<file path="src/rtl/maxmin_argsel_seq_pkg.sv">
// Shared definitions for the sequential argmax/argmin engine.
package maxmin_argsel_seq_pkg;

    localparam int unsigned DATA_W_DEF = 32;
    localparam int unsigned N_IN_DEF   = 4;

    // Index width for a set of n values; never below one bit.
    function automatic int unsigned idx_w(input int unsigned n);
        return (n > 1) ? $clog2(n) : 1;
    endfunction

    typedef enum logic [1:0] {
        ST_IDLE   = 2'd0,
        ST_ACCEPT = 2'd1,
        ST_DONE   = 2'd2
    } state_t;

endpackage

</file>
<file path="src/rtl/maxmin_argsel_seq_if.sv">
// Sample-in / result-out handshake bundle for maxmin_argsel_seq.
interface maxmin_argsel_seq_if
    import maxmin_argsel_seq_pkg::*;
#(
    parameter int unsigned DATA_W = DATA_W_DEF,
    parameter int unsigned N_IN   = N_IN_DEF
);
    localparam int unsigned IDX_W = idx_w(N_IN);

    logic                     flush;
    logic                     in_valid;
    logic                     in_ready;
    logic signed [DATA_W-1:0] in_data;
    logic                     out_valid;
    logic                     out_ready;
    logic signed [DATA_W-1:0] max_val;
    logic        [IDX_W-1:0]  max_idx;
    logic signed [DATA_W-1:0] min_val;
    logic        [IDX_W-1:0]  min_idx;

    modport slave (
        input  flush, in_valid, in_data, out_ready,
        output in_ready, out_valid, max_val, max_idx, min_val, min_idx
    );

    modport master (
        output flush, in_valid, in_data, out_ready,
        input  in_ready, out_valid, max_val, max_idx, min_val, min_idx
    );

endinterface

</file>
<file path="src/rtl/maxmin_update_cell.sv">
// Combinational running max/min step; ties go to the newer sample.
module maxmin_update_cell #(
    parameter int unsigned DATA_W = 32,
    parameter int unsigned IDX_W  = 2
) (
    input  logic signed [DATA_W-1:0] i_cur_max,
    input  logic        [IDX_W-1:0]  i_cur_max_idx,
    input  logic signed [DATA_W-1:0] i_cur_min,
    input  logic        [IDX_W-1:0]  i_cur_min_idx,
    input  logic signed [DATA_W-1:0] i_sample,
    input  logic        [IDX_W-1:0]  i_idx,
    input  logic                     i_first,
    output logic signed [DATA_W-1:0] o_nxt_max,
    output logic        [IDX_W-1:0]  o_nxt_max_idx,
    output logic signed [DATA_W-1:0] o_nxt_min,
    output logic        [IDX_W-1:0]  o_nxt_min_idx
);

    // First sample seeds both extremes; later samples replace on >= / <=.
    always_comb begin
        o_nxt_max     = i_cur_max;
        o_nxt_max_idx = i_cur_max_idx;
        o_nxt_min     = i_cur_min;
        o_nxt_min_idx = i_cur_min_idx;
        if (i_first || (i_sample >= i_cur_max)) begin
            o_nxt_max     = i_sample;
            o_nxt_max_idx = i_idx;
        end
        if (i_first || (i_sample <= i_cur_min)) begin
            o_nxt_min     = i_sample;
            o_nxt_min_idx = i_idx;
        end
    end

endmodule

</file>
<file path="src/rtl/maxmin_argsel_seq.sv">
// Sequential argmax/argmin over a set of N_IN signed Q-values.
module maxmin_argsel_seq
    import maxmin_argsel_seq_pkg::*;
#(
    parameter int unsigned DATA_W = DATA_W_DEF,
    parameter int unsigned N_IN   = N_IN_DEF
) (
    input  logic                   clk,
    input  logic                   rst_n,
    maxmin_argsel_seq_if.slave     bus
);

    localparam int unsigned          IDX_W    = idx_w(N_IN);
    localparam logic [IDX_W-1:0]     LAST_IDX = IDX_W'(N_IN - 1);

    state_t                   r_state;
    state_t                   w_state_nxt;
    logic [IDX_W-1:0]         r_cnt;
    logic [IDX_W-1:0]         w_cnt_nxt;
    logic                     w_take;
    logic                     w_first;

    logic signed [DATA_W-1:0] r_max;
    logic signed [DATA_W-1:0] r_min;
    logic        [IDX_W-1:0]  r_max_idx;
    logic        [IDX_W-1:0]  r_min_idx;
    logic signed [DATA_W-1:0] w_max_nxt;
    logic signed [DATA_W-1:0] w_min_nxt;
    logic        [IDX_W-1:0]  w_max_idx_nxt;
    logic        [IDX_W-1:0]  w_min_idx_nxt;

    assign w_first = (r_cnt == '0);

    maxmin_update_cell #(
        .DATA_W (DATA_W),
        .IDX_W  (IDX_W)
    ) u_cell (
        .i_cur_max     (r_max),
        .i_cur_max_idx (r_max_idx),
        .i_cur_min     (r_min),
        .i_cur_min_idx (r_min_idx),
        .i_sample      (bus.in_data),
        .i_idx         (r_cnt),
        .i_first       (w_first),
        .o_nxt_max     (w_max_nxt),
        .o_nxt_max_idx (w_max_idx_nxt),
        .o_nxt_min     (w_min_nxt),
        .o_nxt_min_idx (w_min_idx_nxt)
    );

    // Next-state and sample-take decode; flush outranks both handshakes.
    always_comb begin
        w_state_nxt = r_state;
        w_cnt_nxt   = r_cnt;
        w_take      = 1'b0;
        unique case (r_state)
            ST_IDLE: begin
                w_state_nxt = ST_ACCEPT;
            end
            ST_ACCEPT: begin
                if (bus.flush) begin
                    w_cnt_nxt = '0;
                end else if (bus.in_valid) begin
                    w_take = 1'b1;
                    if (r_cnt == LAST_IDX) begin
                        w_state_nxt = ST_DONE;
                    end else begin
                        w_cnt_nxt = r_cnt + 1'b1;
                    end
                end
            end
            ST_DONE: begin
                if (bus.flush || bus.out_ready) begin
                    w_state_nxt = ST_ACCEPT;
                    w_cnt_nxt   = '0;
                end
            end
            default: begin
                w_state_nxt = ST_IDLE;
                w_cnt_nxt   = '0;
            end
        endcase
    end

    // State and sample counter registers.
    always_ff @(posedge clk or negedge rst_n) begin
        if (!rst_n) begin
            r_state <= ST_IDLE;
            r_cnt   <= '0;
        end else begin
            r_state <= w_state_nxt;
            r_cnt   <= w_cnt_nxt;
        end
    end

    // Result registers advance only on an accepted sample.
    always_ff @(posedge clk or negedge rst_n) begin
        if (!rst_n) begin
            r_max     <= '0;
            r_max_idx <= '0;
            r_min     <= '0;
            r_min_idx <= '0;
        end else if (w_take) begin
            r_max     <= w_max_nxt;
            r_max_idx <= w_max_idx_nxt;
            r_min     <= w_min_nxt;
            r_min_idx <= w_min_idx_nxt;
        end
    end

    assign bus.in_ready  = (r_state == ST_ACCEPT);
    assign bus.out_valid = (r_state == ST_DONE);
    assign bus.max_val   = r_max;
    assign bus.max_idx   = r_max_idx;
    assign bus.min_val   = r_min;
    assign bus.min_idx   = r_min_idx;

endmodule

</file>
<file path="src/flat_wrapper.sv">
// flat-port wrapper written by rule: the top's interface ports become plain ports
module maxmin_argsel_seq_flat import maxmin_argsel_seq_pkg::*;
#(
    parameter int unsigned DATA_W = DATA_W_DEF,
    parameter int unsigned N_IN   = N_IN_DEF
)
  (clk, rst_n, bus_flush, bus_in_valid, bus_in_data, bus_out_ready, bus_in_ready, bus_out_valid, bus_max_val, bus_max_idx, bus_min_val, bus_min_idx);
  maxmin_argsel_seq_if #(.DATA_W(DATA_W), .N_IN(N_IN)) bus_i ();
  input  logic clk;
  input  logic rst_n;
  input wire logic [$bits(bus_i.flush)-1:0] bus_flush;
  input wire logic [$bits(bus_i.in_valid)-1:0] bus_in_valid;
  input wire logic [$bits(bus_i.in_data)-1:0] bus_in_data;
  input wire logic [$bits(bus_i.out_ready)-1:0] bus_out_ready;
  output wire logic [$bits(bus_i.in_ready)-1:0] bus_in_ready;
  output wire logic [$bits(bus_i.out_valid)-1:0] bus_out_valid;
  output wire logic [$bits(bus_i.max_val)-1:0] bus_max_val;
  output wire logic [$bits(bus_i.max_idx)-1:0] bus_max_idx;
  output wire logic [$bits(bus_i.min_val)-1:0] bus_min_val;
  output wire logic [$bits(bus_i.min_idx)-1:0] bus_min_idx;
  assign bus_i.flush = bus_flush;
  assign bus_i.in_valid = bus_in_valid;
  assign bus_i.in_data = bus_in_data;
  assign bus_i.out_ready = bus_out_ready;
  assign bus_in_ready = bus_i.in_ready;
  assign bus_out_valid = bus_i.out_valid;
  assign bus_max_val = bus_i.max_val;
  assign bus_max_idx = bus_i.max_idx;
  assign bus_min_val = bus_i.min_val;
  assign bus_min_idx = bus_i.min_idx;
  maxmin_argsel_seq #(.DATA_W(DATA_W), .N_IN(N_IN)) u_core (.clk(clk), .rst_n(rst_n), .bus(bus_i));
endmodule
</file>
<file path="config.mk">
export PLATFORM = sky130hd
export DESIGN_NAME = maxmin_argsel_seq_flat
export DESIGN_NICKNAME = d
export VERILOG_FILES = /design/src/rtl/maxmin_argsel_seq_pkg.sv /design/src/rtl/maxmin_argsel_seq_if.sv /design/src/rtl/maxmin_update_cell.sv /design/src/rtl/maxmin_argsel_seq.sv /design/src/flat_wrapper.sv
export SDC_FILE = /design/constraint.sdc
export NUM_CORES = 1
export LEC_CHECK = 0
export BUFFER_PORTS_ARGS = -buffer_cell sky130_fd_sc_hd__clkbuf_2
export CAP_MARGIN = 20
export CORE_ASPECT_RATIO = 0.6
export CORE_MARGIN = 10
export CORE_UTILIZATION = 50
export DETAILED_ROUTE_END_ITERATION = 12
export GPL_TIMING_DRIVEN = 0
export PLACE_DENSITY = 0.75
export SYNTH_ARGS = -nofsm -noshare
export SYNTH_HDL_FRONTEND = slang
export SYNTH_SLANG_ARGS = --single-unit
</file>
<file path="constraint.sdc">
create_clock -name clk -period 3.7 [get_ports clk]
set_clock_uncertainty 0.05 [all_clocks]
set_input_delay 0 -clock clk [delete_from_list [all_inputs] [get_ports clk]]
set_output_delay 0 -clock clk [all_outputs]
set_load 0.05 [all_outputs]
</file>
==> impl_metrics.json, run 1 <==
{
  "status": "finished clean",
  "num_rows": 26,
  "cts_made_buffers": 9,
  "finalNetCount": 651,
  "antenna_found_initial": 0,
  "insertion_delay_ns": 0.33,
  "overflow": 0,
  "slew_headroom_pct": 54.8,
  "r2r_slack_ns": 0.36,
  "cp_slowest_stage_delay_ns": 0.61,
  "crit_family": "simple AND/OR/NAND/NOR gates",
  "synth-seq-cells": 72,
  "synth_top_family_by_area": "multiplexers",
  "cts_max_path_buffers": 2,
  "clock-root-buffer": "clkbuf_16",
  "postSynthAreaPerCell_um2": 11.5,
  "min_from": "bus_in_valid",
  "yosys.area_share.xor_xnor_pct": 0,
  "drive_above_1_share_pct": 34.8,
  "synthSimpleGateAreaFrac_pct": 6.86,
  "synth_flop_cell": "dfrtp_1",
  "grt_pass1_wl_mm": 19.0,
  "place.detailed.hpwl_mm": 9.16,
  "crit_fanout": 10,
  "worstReg2RegStart": "u_core.bus.min_val[21]$_DFFE_PN0P_",
  "cts.repair.resized": 0,
  "areaGrowthSynthToFinish_pct": 28.9,
  "syn_nets": 498,
  "reg2reg_to": "u_core.bus.min_val[20]$_DFFE_PN0P_",
  "worst_path_max_delay_cell": "nor4_1",
  "die_y_um": 93.8,
  "synth_mux_area_share_pct": 19.6,
  "ys_types": 38,
  "hold_end": "u_core.r_state[0]$_DFFE_PN0P_",
  "critPathLaunch": "u_core.bus.min_val[21]$_DFFE_PN0P_",
  "viasPerCell": 5.21,
  "fin_crit_sh_pct": 90.2,
  "timing.critical_path.arrival_ns": 3.50,
  "place_area_um2": 5230,
  "synth_warnings": 0,
  "rr_worst_depth": 10,
  "nFillCells": 676,
  "routed_wirelength_mm": 11.7,
  "stdcell_area_um2": 5850,
  "first_pass_iters": 4,
  "synthCells": 395,
  "grt_max_degree": 39,
  "via_count": 3461,
  "worst_pin_slew_ns": 0.672,
  "cts_sinks": 72,
  "path_class": "register to register",
  "cp_num_buf_inv": 2,
  "synth-adder-area-share_pct": 18.2,
  "finalCriticalPeriod_ns": 3.34,
  "synth_enable_flop_cells": 0,
  "synth_compound_area_share_pct": 8.79,
  "antenna_cells": 0,
  "finalSetupViolations": 0,
  "core-area_um2": 8690,
  "cap_violations": 0,
  "remaining_drc_errors": 0,
  "cts_tree": "done",
  "worstSetupEndpointType": "register",
  "io_pins": 107,
  "htreeDepth": 3,
  "grt_use_total_pct": 17.8,
  "holdPathStages": 3,
  "path_clk_slew_ns": 0.05,
  "crit_path_start_kind": "register",
  "async_flop_share_pct": 100,
  "drt_iter0_drc": 142,
  "hold_viol": 0,
  "seq_area_frac_synth_pct": 39.7,
  "rsz0062_at_grt": "false",
  "start_util_pct": 52.3,
  "syn-cell-area_um2": 4540,
  "hold_path_class": "input port to register",
  "grt_pass1_vias": 3696,
  "worstPathRequired_ns": 3.87,
  "final_max_slew_viol_count": 0,
  "globalplace.congestion": 0.833,
  "cp_cell_sequence": "inv_1 -> ha_1 -> nand4_1 -> nor4_1 -> o21ai_0 -> nand4b_1 -> a311oi_1 -> a32oi_2 -> buf_6 -> mux2_2",
  "antenna_left": 0,
  "port_buffers": 106,
  "dieArea_um2": 13400,
  "wl_per_cell_um": 17.6,
  "max_freq_mhz": 300,
  "dieWidth_um": 143,
  "tns_ns": 0
}
==> routing by layer <==
metal,up-vias,global-route usage (%),share of wire [%]
met3,12,5.96,6.9
met2,81,27.3,44
met4,0,5.47,1.2
li1,1702,-,-
met1,1666,23.4,48
met5,-,0,0
==> through the flow <==
step / cells / worst slack [ns] / utilization, % / hold WS (ns)
after floorplan: 395 / 0.456 / - / -0.346
after global placement: 613 / 0.410 / 60.0 / 0.189
after detailed placement: 614 / 0.336 / 60.2 / -0.0114
after CTS: 664 / 0.329 / 67.4 / 0.00337
after global routing: 664 / 0.0527 / 67.4 / 0.0362
final: 664 / 0.363 / 67.4 / 0.0158
==> final cells by class <==
| cell class | instances | area [µm²] | area share [%] |
|---|---|---|---|
| Clock buffer | 15 | 268 | 4.58 |
| Multi-Input combinational cell | 252 | 2430 | 41.5 |
| Sequential cell | 72 | 1800 | 30.8 |
| Tap cell | 112 | 140 | 2.40 |
| Inverter | 65 | 244 | 4.17 |
| Buffer | 6 | 67.6 | 1.15 |
| Timing Repair Buffer | 142 | 903 | 15.4 |
==> flip-flops by register name, indices dropped and copies added, names as in the netlist <==
signal              flops
u_core.r_cnt            2
u_core.bus.max_val     32
u_core.r_state          2
u_core.bus.min_val     32
u_core.bus.min_idx      2
u_core.bus.max_idx      2
==> logic make-up after synthesis <==
| kind of cell | count (synthesis) |
|---|---|
| buffers and inverters | 71 |
| AND/OR/NAND/NOR | 57 |
| adder cells (fa/ha/maj) | 66 |
| multiplexers | 69 |
| flip-flops | 72 |
| AO/OA/AOI/OAI | 60 |
==> cell usage in the layout (no fill, tap or decap), types with 2 or more instances in the layout <==
master,n
o211ai_1,2
inv_1,65
dfrtp_1,72
mux2_4,30
nor4_1,2
clkbuf_2,105
nor2b_1,8
a31oi_1,3
mux2_2,34
a21oi_1,21
buf_6,6
o21a_1,2
nand2b_1,2
ha_1,66
nand4_1,12
o21ai_0,9
nor2_1,10
nand3_1,8
clkbuf_1,4
a21o_1,12
nand2_1,8
dlygate4sd3_1,35
clkbuf_16,9
clkbuf_8,2
mux2_1,5
==> synthesized netlist by cell type, types with 2 or more instances <==
library cell	count	share of area, %
a21o_1	12	2.0
a21oi_1	21	2.3
a31oi_1	3	0.41
buf_6	6	1.5
dfrtp_1	72	40
ha_1	66	18
inv_1	65	5.4
mux2_1	5	1.2
mux2_2	34	8.4
mux2_4	30	9.9
nand2_1	8	0.66
nand2b_1	2	0.28
nand3_1	8	0.88
nand4_1	12	1.7
nor2_1	10	0.83
nor2b_1	8	1.1
nor4_1	2	0.28
o211ai_1	2	0.33
o21a_1	2	0.33
o21ai_0	9	0.99
==> worst reg2reg max path, stage by stage (launching register included) <==
cell and delay (ns):
dfrtp_1 0.38, inv_1 0.07, ha_1 0.30, nand4_1 0.17
nor4_1 0.61, o21ai_0 0.29, nand4b_1 0.17, a311oi_1 0.06
a32oi_2 0.49, buf_6 0.25, mux2_2 0.36
==> timing repair <==
item | CTS | global route
endpoints found under the setup margin | 0 | 0
hold buffers | 35 | 0
setup buffers | 0 | 0
endpoints found under the hold margin | 100 | 0
==> how the worst max path moves through the flow <==
| stage | to | slack [ns] | cells past startpoint |
|---|---|---|---|
| CTS | u_core.bus.min_val[12]$_DFFE_PN0P_ | 0.33 | 10 |
| detailed placement | u_core.bus.min_val[20]$_DFFE_PN0P_ | 0.34 | 10 |
| global placement | u_core.bus.min_val[19]$_DFFE_PN0P_ | 0.41 | 10 |
| global route | u_core.bus.min_val[24]$_DFFE_PN0P_ | 0.05 | 10 |
| floorplan | u_core.bus.max_idx[1]$_DFFE_PN0P_ | 0.46 | 11 |
| finish | u_core.bus.min_val[20]$_DFFE_PN0P_ | 0.36 | 10 |
Power of run 1 is not shown: default switching activity piles up to over one toggle a cycle in this logic, so the estimate is an artifact.
==> run 2, diff against run 1 <==
--- a/config.mk
+++ b/config.mk
@@ -12,6 +12,7 @@
 export CORE_UTILIZATION = 50
 export DETAILED_ROUTE_END_ITERATION = 12
 export GPL_TIMING_DRIVEN = 0
+export MAX_ROUTING_LAYER = met4
 export PLACE_DENSITY = 0.75
 export SYNTH_ARGS = -nofsm -noshare
 export SYNTH_HDL_FRONTEND = slang
==> constraint.sdc (replaced) <==
create_clock -name clk -period 3.7 [get_ports clk]
set_clock_uncertainty 0.05 [all_clocks]
set_input_delay 0.74 -clock clk [delete_from_list [all_inputs] [get_ports clk]]
set_output_delay 0.74 -clock clk [all_outputs]
set_load 0.05 [all_outputs]
==> run 2 against run 1 <==
  * Hold slack better by 0.33 ns
  * Sequential share of layout area up 1.9 points
  * Fmax down 0.32%
  * Critical endpoint is now u_core.bus.max_val[24]$_DFFE_PN0P_
==> impl_metrics.json, run 2 (synthesis gave the netlist of run 1 again) <==
{
  "status": "finished clean",
  "clock-root-buffer": "clkbuf_16",
  "worst_pin_slew_ns": 0.554,
  "fin_cells": 629,
  "globalplace.congestion": 0.846,
  "top_usage_layer": "met2",
  "nFillCells": 718,
  "stdcell_area_um2": 5510,
  "fin_crit_sh_pct": 90.5,
  "grt_pass1_wl_mm": 18.1,
  "areaGrowthSynthToFinish_pct": 21.3,
  "path_class": "input port to register",
  "cts_sinks": 72,
  "port_buffers": 106,
  "antenna_cells": 0,
  "crit_fanout": 10,
  "dieArea_um2": 13400,
  "antenna_left": 0,
  "drive_above_1_share_pct": 37.3,
  "overflow": 0,
  "insertion_delay_ns": 0.34,
  "viasPerCell": 5.28,
  "finalNetCount": 616,
  "worstPathRequired_ns": 3.87,
  "hold_path_class": "input port to asynchronous set/reset pin",
  "grt_use_met2_pct": 26.1,
  "routed_wirelength_mm": 11.4,
  "path_clk_slew_ns": 0.05,
  "hold_viol": 0,
  "timing.critical_path.arrival_ns": 3.51,
  "post-place-cells": 614,
  "slew_headroom_pct": 63.0,
  "layout_commonest_cell": "clkbuf_2",
  "num_rows": 26,
  "final_max_slew_viol_count": 0,
  "place_area_um2": 5230,
  "grt_pass1_vias": 3543,
  "hold_buffers": 0,
  "start_util_pct": 52.3,
  "rsz0062_at_grt": "false",
  "cap_violations": 0,
  "remaining_drc_errors": 0,
  "antenna_found_initial": 0,
  "core-area_um2": 8690,
  "wl_per_cell_um": 18.2,
  "crit_path_start_kind": "input port",
  "cts_tree": "done",
  "globalRouteMet1Util_pct": 23.1,
  "io_pins": 107,
  "die_y_um": 93.8,
  "grt_use_met3_pct": 4.75,
  "cts_max_path_buffers": 2,
  "max_freq_mhz": 299,
  "dieWidth_um": 143,
  "place.detailed.hpwl_mm": 9.16,
  "finalCriticalPeriod_ns": 3.35,
  "via_count": 3319,
  "drt_iter0_drc": 165,
  "mostFrequentLayoutCells": "clkbuf_2 (105), dfrtp_1 (72), ha_1 (66), inv_1 (65), mux2_2 (34)",
  "htreeDepth": 3,
  "grt_use_total_pct": 17.6,
  "cts_made_buffers": 9,
  "worstSetupEndpointType": "register",
  "first_pass_iters": 4,
  "grt_max_degree": 39,
  "finalSetupViolations": 0
}
[run 2: cell type report]
class	count	area, µm²	share of cell area [%]
Inverter	65	244	4.43
Timing Repair Buffer	107	553	10.0
Clock buffer	15	268	4.86
Buffer	6	67.6	1.23
Tap cell	112	140	2.54
Multi-Input combinational cell	252	2430	44.2
Sequential cell	72	1800	32.7
[run 2: critical path: stages]
cell	delay, ns
clkbuf_2	0.11
ha_1	0.32
nand4_1	0.20
nor3_1	0.11
a21boi_0	0.13
or4b_1	0.49
a31oi_1	0.19
mux2_2	0.38
o21bai_4	0.26
buf_6	0.24
mux2_4	0.32
[run 2: worst paths after layout]
check | startpoint | to | slack [ns] | depth (start not counted)
min | rst_n | u_core.bus.min_val[2]$_DFFE_PN0P_ | 0.35 | 1
max in group asynchronous | rst_n | u_core.bus.min_val[12]$_DFFE_PN0P_ | 2.67 | 2
max | bus_in_data[14] | u_core.bus.max_val[24]$_DFFE_PN0P_ | 0.35 | 11
max reg2reg | u_core.bus.max_val[14]$_DFFE_PN0P_ | u_core.bus.max_val[24]$_DFFE_PN0P_ | 0.43 | 11
min reg2reg | u_core.bus.max_idx[1]$_DFFE_PN0P_ | u_core.bus.max_idx[1]$_DFFE_PN0P_ | 0.47 | 1
min in group clk | u_core.bus.max_idx[1]$_DFFE_PN0P_ | u_core.bus.max_idx[1]$_DFFE_PN0P_ | 0.47 | 1
[run 2: repair_timing]
item | 4_1_cts | 5_1_grt
hold endpoints to repair | 0 | 0
setup endpoints to repair | 0 | 30
setup buffers | 0 | 0
gates resized for setup | 0 | 1
[run 2: per-stage QoR]
step	hold slack, ns	setup TNS [ns]	utilization (%)	worst slack, ns
floorplan	0.394	0	-	0.456
global placement	0.442	-2.46	60.0	-0.0911
detailed placement	0.444	-3.92	60.2	-0.149
CTS	0.368	0	63.3	0.204
global route	0.388	0	63.4	0.139
finish	0.349	0	63.4	0.352
[run 2: metal layers]
metal	share of wire, %	vias up
met5	0	-
met4	1.0	0
met3	6.1	8
met2	43	80
met1	50	1599
li1	-	1632
Power of run 2 is left out for the same reason.
==> run 3, diff against run 2 <==
--- a/config.mk
+++ b/config.mk
@@ -5,15 +5,14 @@
 export SDC_FILE = /design/constraint.sdc
 export NUM_CORES = 1
 export LEC_CHECK = 0
-export BUFFER_PORTS_ARGS = -buffer_cell sky130_fd_sc_hd__clkbuf_2
 export CAP_MARGIN = 20
 export CORE_ASPECT_RATIO = 0.6
-export CORE_MARGIN = 10
+export CORE_MARGIN = 1
 export CORE_UTILIZATION = 50
 export DETAILED_ROUTE_END_ITERATION = 12
+export DONT_BUFFER_PORTS = 1
 export GPL_TIMING_DRIVEN = 0
 export MAX_ROUTING_LAYER = met4
-export PLACE_DENSITY = 0.75
 export SYNTH_ARGS = -nofsm -noshare
 export SYNTH_HDL_FRONTEND = slang
 export SYNTH_SLANG_ARGS = --single-unit
==> run 3 against run 2 <==
  * The run now ends with design-rule violations left
  * Register-to-register slack worse by 0.30 ns
  * Worst setup slack worse by 0.22 ns
  * Routed wire length is 15% lower
  * Fmax is 6.2% lower
  * Core utilization is 5.8 points lower
  * First-iteration DRC count is 16% lower
  * Cell area is 9.4% lower
  * Hold slack worse by 0.30 ns
  * Die area is 29% lower
  * Sequential share of layout area is 3.6 points higher
  * Flip-flop and latch count stayed put
  * Via count is 13% lower
==> impl_metrics.json, run 3 (synthesis gave the netlist of run 1 again) <==
{
  "status": "complete, but fails checks",
  "violations": "design-rule violations",
  "crit_end": "u_core.bus.max_val[27]$_DFFE_PN0P_",
  "globalplace.congestion": 0.758,
  "critPathLaunch": "u_core.bus.max_val[13]$_DFFE_PN0P_",
  "stdcell_area_um2": 4990,
  "reg2reg_to": "u_core.bus.max_val[27]$_DFFE_PN0P_",
  "cts_made_buffers": 9,
  "worstPathRequired_ns": 3.86,
  "timing.critical_path.arrival_ns": 3.73,
  "cts_setup_buffers": 0,
  "cap_violations": 0,
  "path_class": "register to register",
  "antenna_cells": 0,
  "drive_above_1_share_pct": 23.8,
  "crit_path_start_kind": "register",
  "timing.final.ws_setup_ns": 0.133,
  "grt_pass1_vias": 2851,
  "viasPerCell": 5.50,
  "dieArea_um2": 9480,
  "wl_per_cell_um": 18.5,
  "antenna_left": 0,
  "overflow": 0,
  "htreeDepth": 3,
  "finalNetCount": 509,
  "grt_max_degree": 73,
  "worstReg2RegStart": "u_core.bus.max_val[13]$_DFFE_PN0P_",
  "areaGrowthSynthToFinish_pct": 9.87,
  "grt_use_total_pct": 22.7,
  "rsz0062_at_grt": "false",
  "via_count": 2879,
  "clock-root-buffer": "clkbuf_16",
  "io_pins": 107,
  "remaining_drc_errors": 18,
  "core-area_um2": 8650,
  "antenna_found_initial": 0,
  "worst_pin_slew_ns": 0.982,
  "slew_headroom_pct": 34.4,
  "grt_pass1_wl_mm": 15.5,
  "finalCriticalPeriod_ns": 3.57,
  "place_area_um2": 4680,
  "r2r_slack_ns": 0.13,
  "first_pass_iters": 9,
  "cts_sinks": 72,
  "crit_fanout": 10,
  "dieWidth_um": 125,
  "fin_crit_sh_pct": 96.4,
  "cts_max_path_buffers": 2,
  "num_rows": 26,
  "place.detailed.hpwl_mm": 7.44,
  "insertion_delay_ns": 0.33,
  "rr_worst_depth": 11,
  "finalSetupViolations": 0,
  "worstSetupEndpointType": "register",
  "port_buffers": 0,
  "hold_viol": 0,
  "start_util_pct": 52.5,
  "cts_tree": "done",
  "hold_path_class": "input port to asynchronous set/reset pin",
  "drt_iter0_drc": 138,
  "path_clk_slew_ns": 0.06,
  "final_max_slew_viol_count": 0,
  "mostFrequentLayoutCells": "ha_1 (66), dfrtp_1 (66), inv_1 (65), mux2_2 (34), mux2_4 (30)",
  "hold_buffers": 0,
  "max_freq_mhz": 280,
  "place_ws_ns": -0.0130,
  "cts.repair.resized": 2,
  "die_y_um": 75.8,
  "routed_wirelength_mm": 9.68
}
## run 3: cell types whose count changed in the layout (fill, tap and decap cells not counted), moves of 2 or more
| cell | before | now |
|---|---|---|
| clkbuf_8 | 2 | 0 |
| dfrtp_2 | 0 | 6 |
| clkinv_2 | 0 | 5 |
| dfrtp_1 | 72 | 66 |
| clkbuf_2 | 105 | 0 |
| clkbuf_1 | 4 | 0 |
## run 3: per-layer routing
| metal | wire [µm] | track usage (%) | vias to the layer above | part of all wire [%] |
|---|---|---|---|---|
| li1 | - | - | 1424 | - |
| met1 | 5110 | 31.6 | 1381 | 53 |
| met3 | 723 | 8.99 | 5 | 7.5 |
| met5 | 0 | - | - | 0 |
| met2 | 3800 | 29.8 | 69 | 39 |
| met4 | 42 | 6.10 | 0 | 0.43 |
## run 3: worst min-delay path by stage
stage / slack (ns) / endpoint / cells after the start
after floorplan: 0.39 / u_core.bus.max_idx[0]$_DFFE_PN0P_ / 0
after global placement: 0.40 / u_core.bus.max_val[9]$_DFFE_PN0P_ / 0
after detailed placement: 0.40 / u_core.bus.min_val[9]$_DFFE_PN0P_ / 0
after CTS: 0.04 / u_core.bus.max_val[8]$_DFFE_PN0P_ / 0
after global routing: 0.03 / u_core.bus.min_val[30]$_DFFE_PN0P_ / 0
final: 0.05 / u_core.bus.max_val[5]$_DFFE_PN0P_ / 0
## run 3: layout make-up
type / instances / area (µm²)
multi-input combinational: 252 / 2440
tap: 112 / 140
fill: 740 / 3670
inverter: 65 / 244
clock buffer: 9 / 225
clock inverter: 7 / 62.6
sequential: 72 / 1810
buffer: 6 / 67.6
## run 3: worst max-delay path: stages (launching register included)
cell	delay (ns)
dfrtp_1	0.68
inv_1	0.11
ha_1	0.32
nand4_1	0.17
nor3_1	0.10
a21boi_0	0.12
or4b_1	0.49
a31oi_1	0.19
mux2_2	0.38
o21bai_4	0.26
buf_6	0.25
mux2_4	0.31
## run 3: metrics by stage
stage | hold WS (ns) | std cells | TNS (ns) | util, %
2_1_floorplan | 0.394 | 395 | 0 | -
3_3_place_gp | 0.396 | 507 | -3.68 | 54.1
3_5_place_dp | 0.396 | 507 | -0.110 | 54.1
4_1_cts | 0.0356 | 523 | 0 | 57.5
5_1_grt | 0.0270 | 523 | 0 | 57.6
6_report | 0.0507 | 523 | 0 | 57.6
Power of run 3 is left out for the same reason.
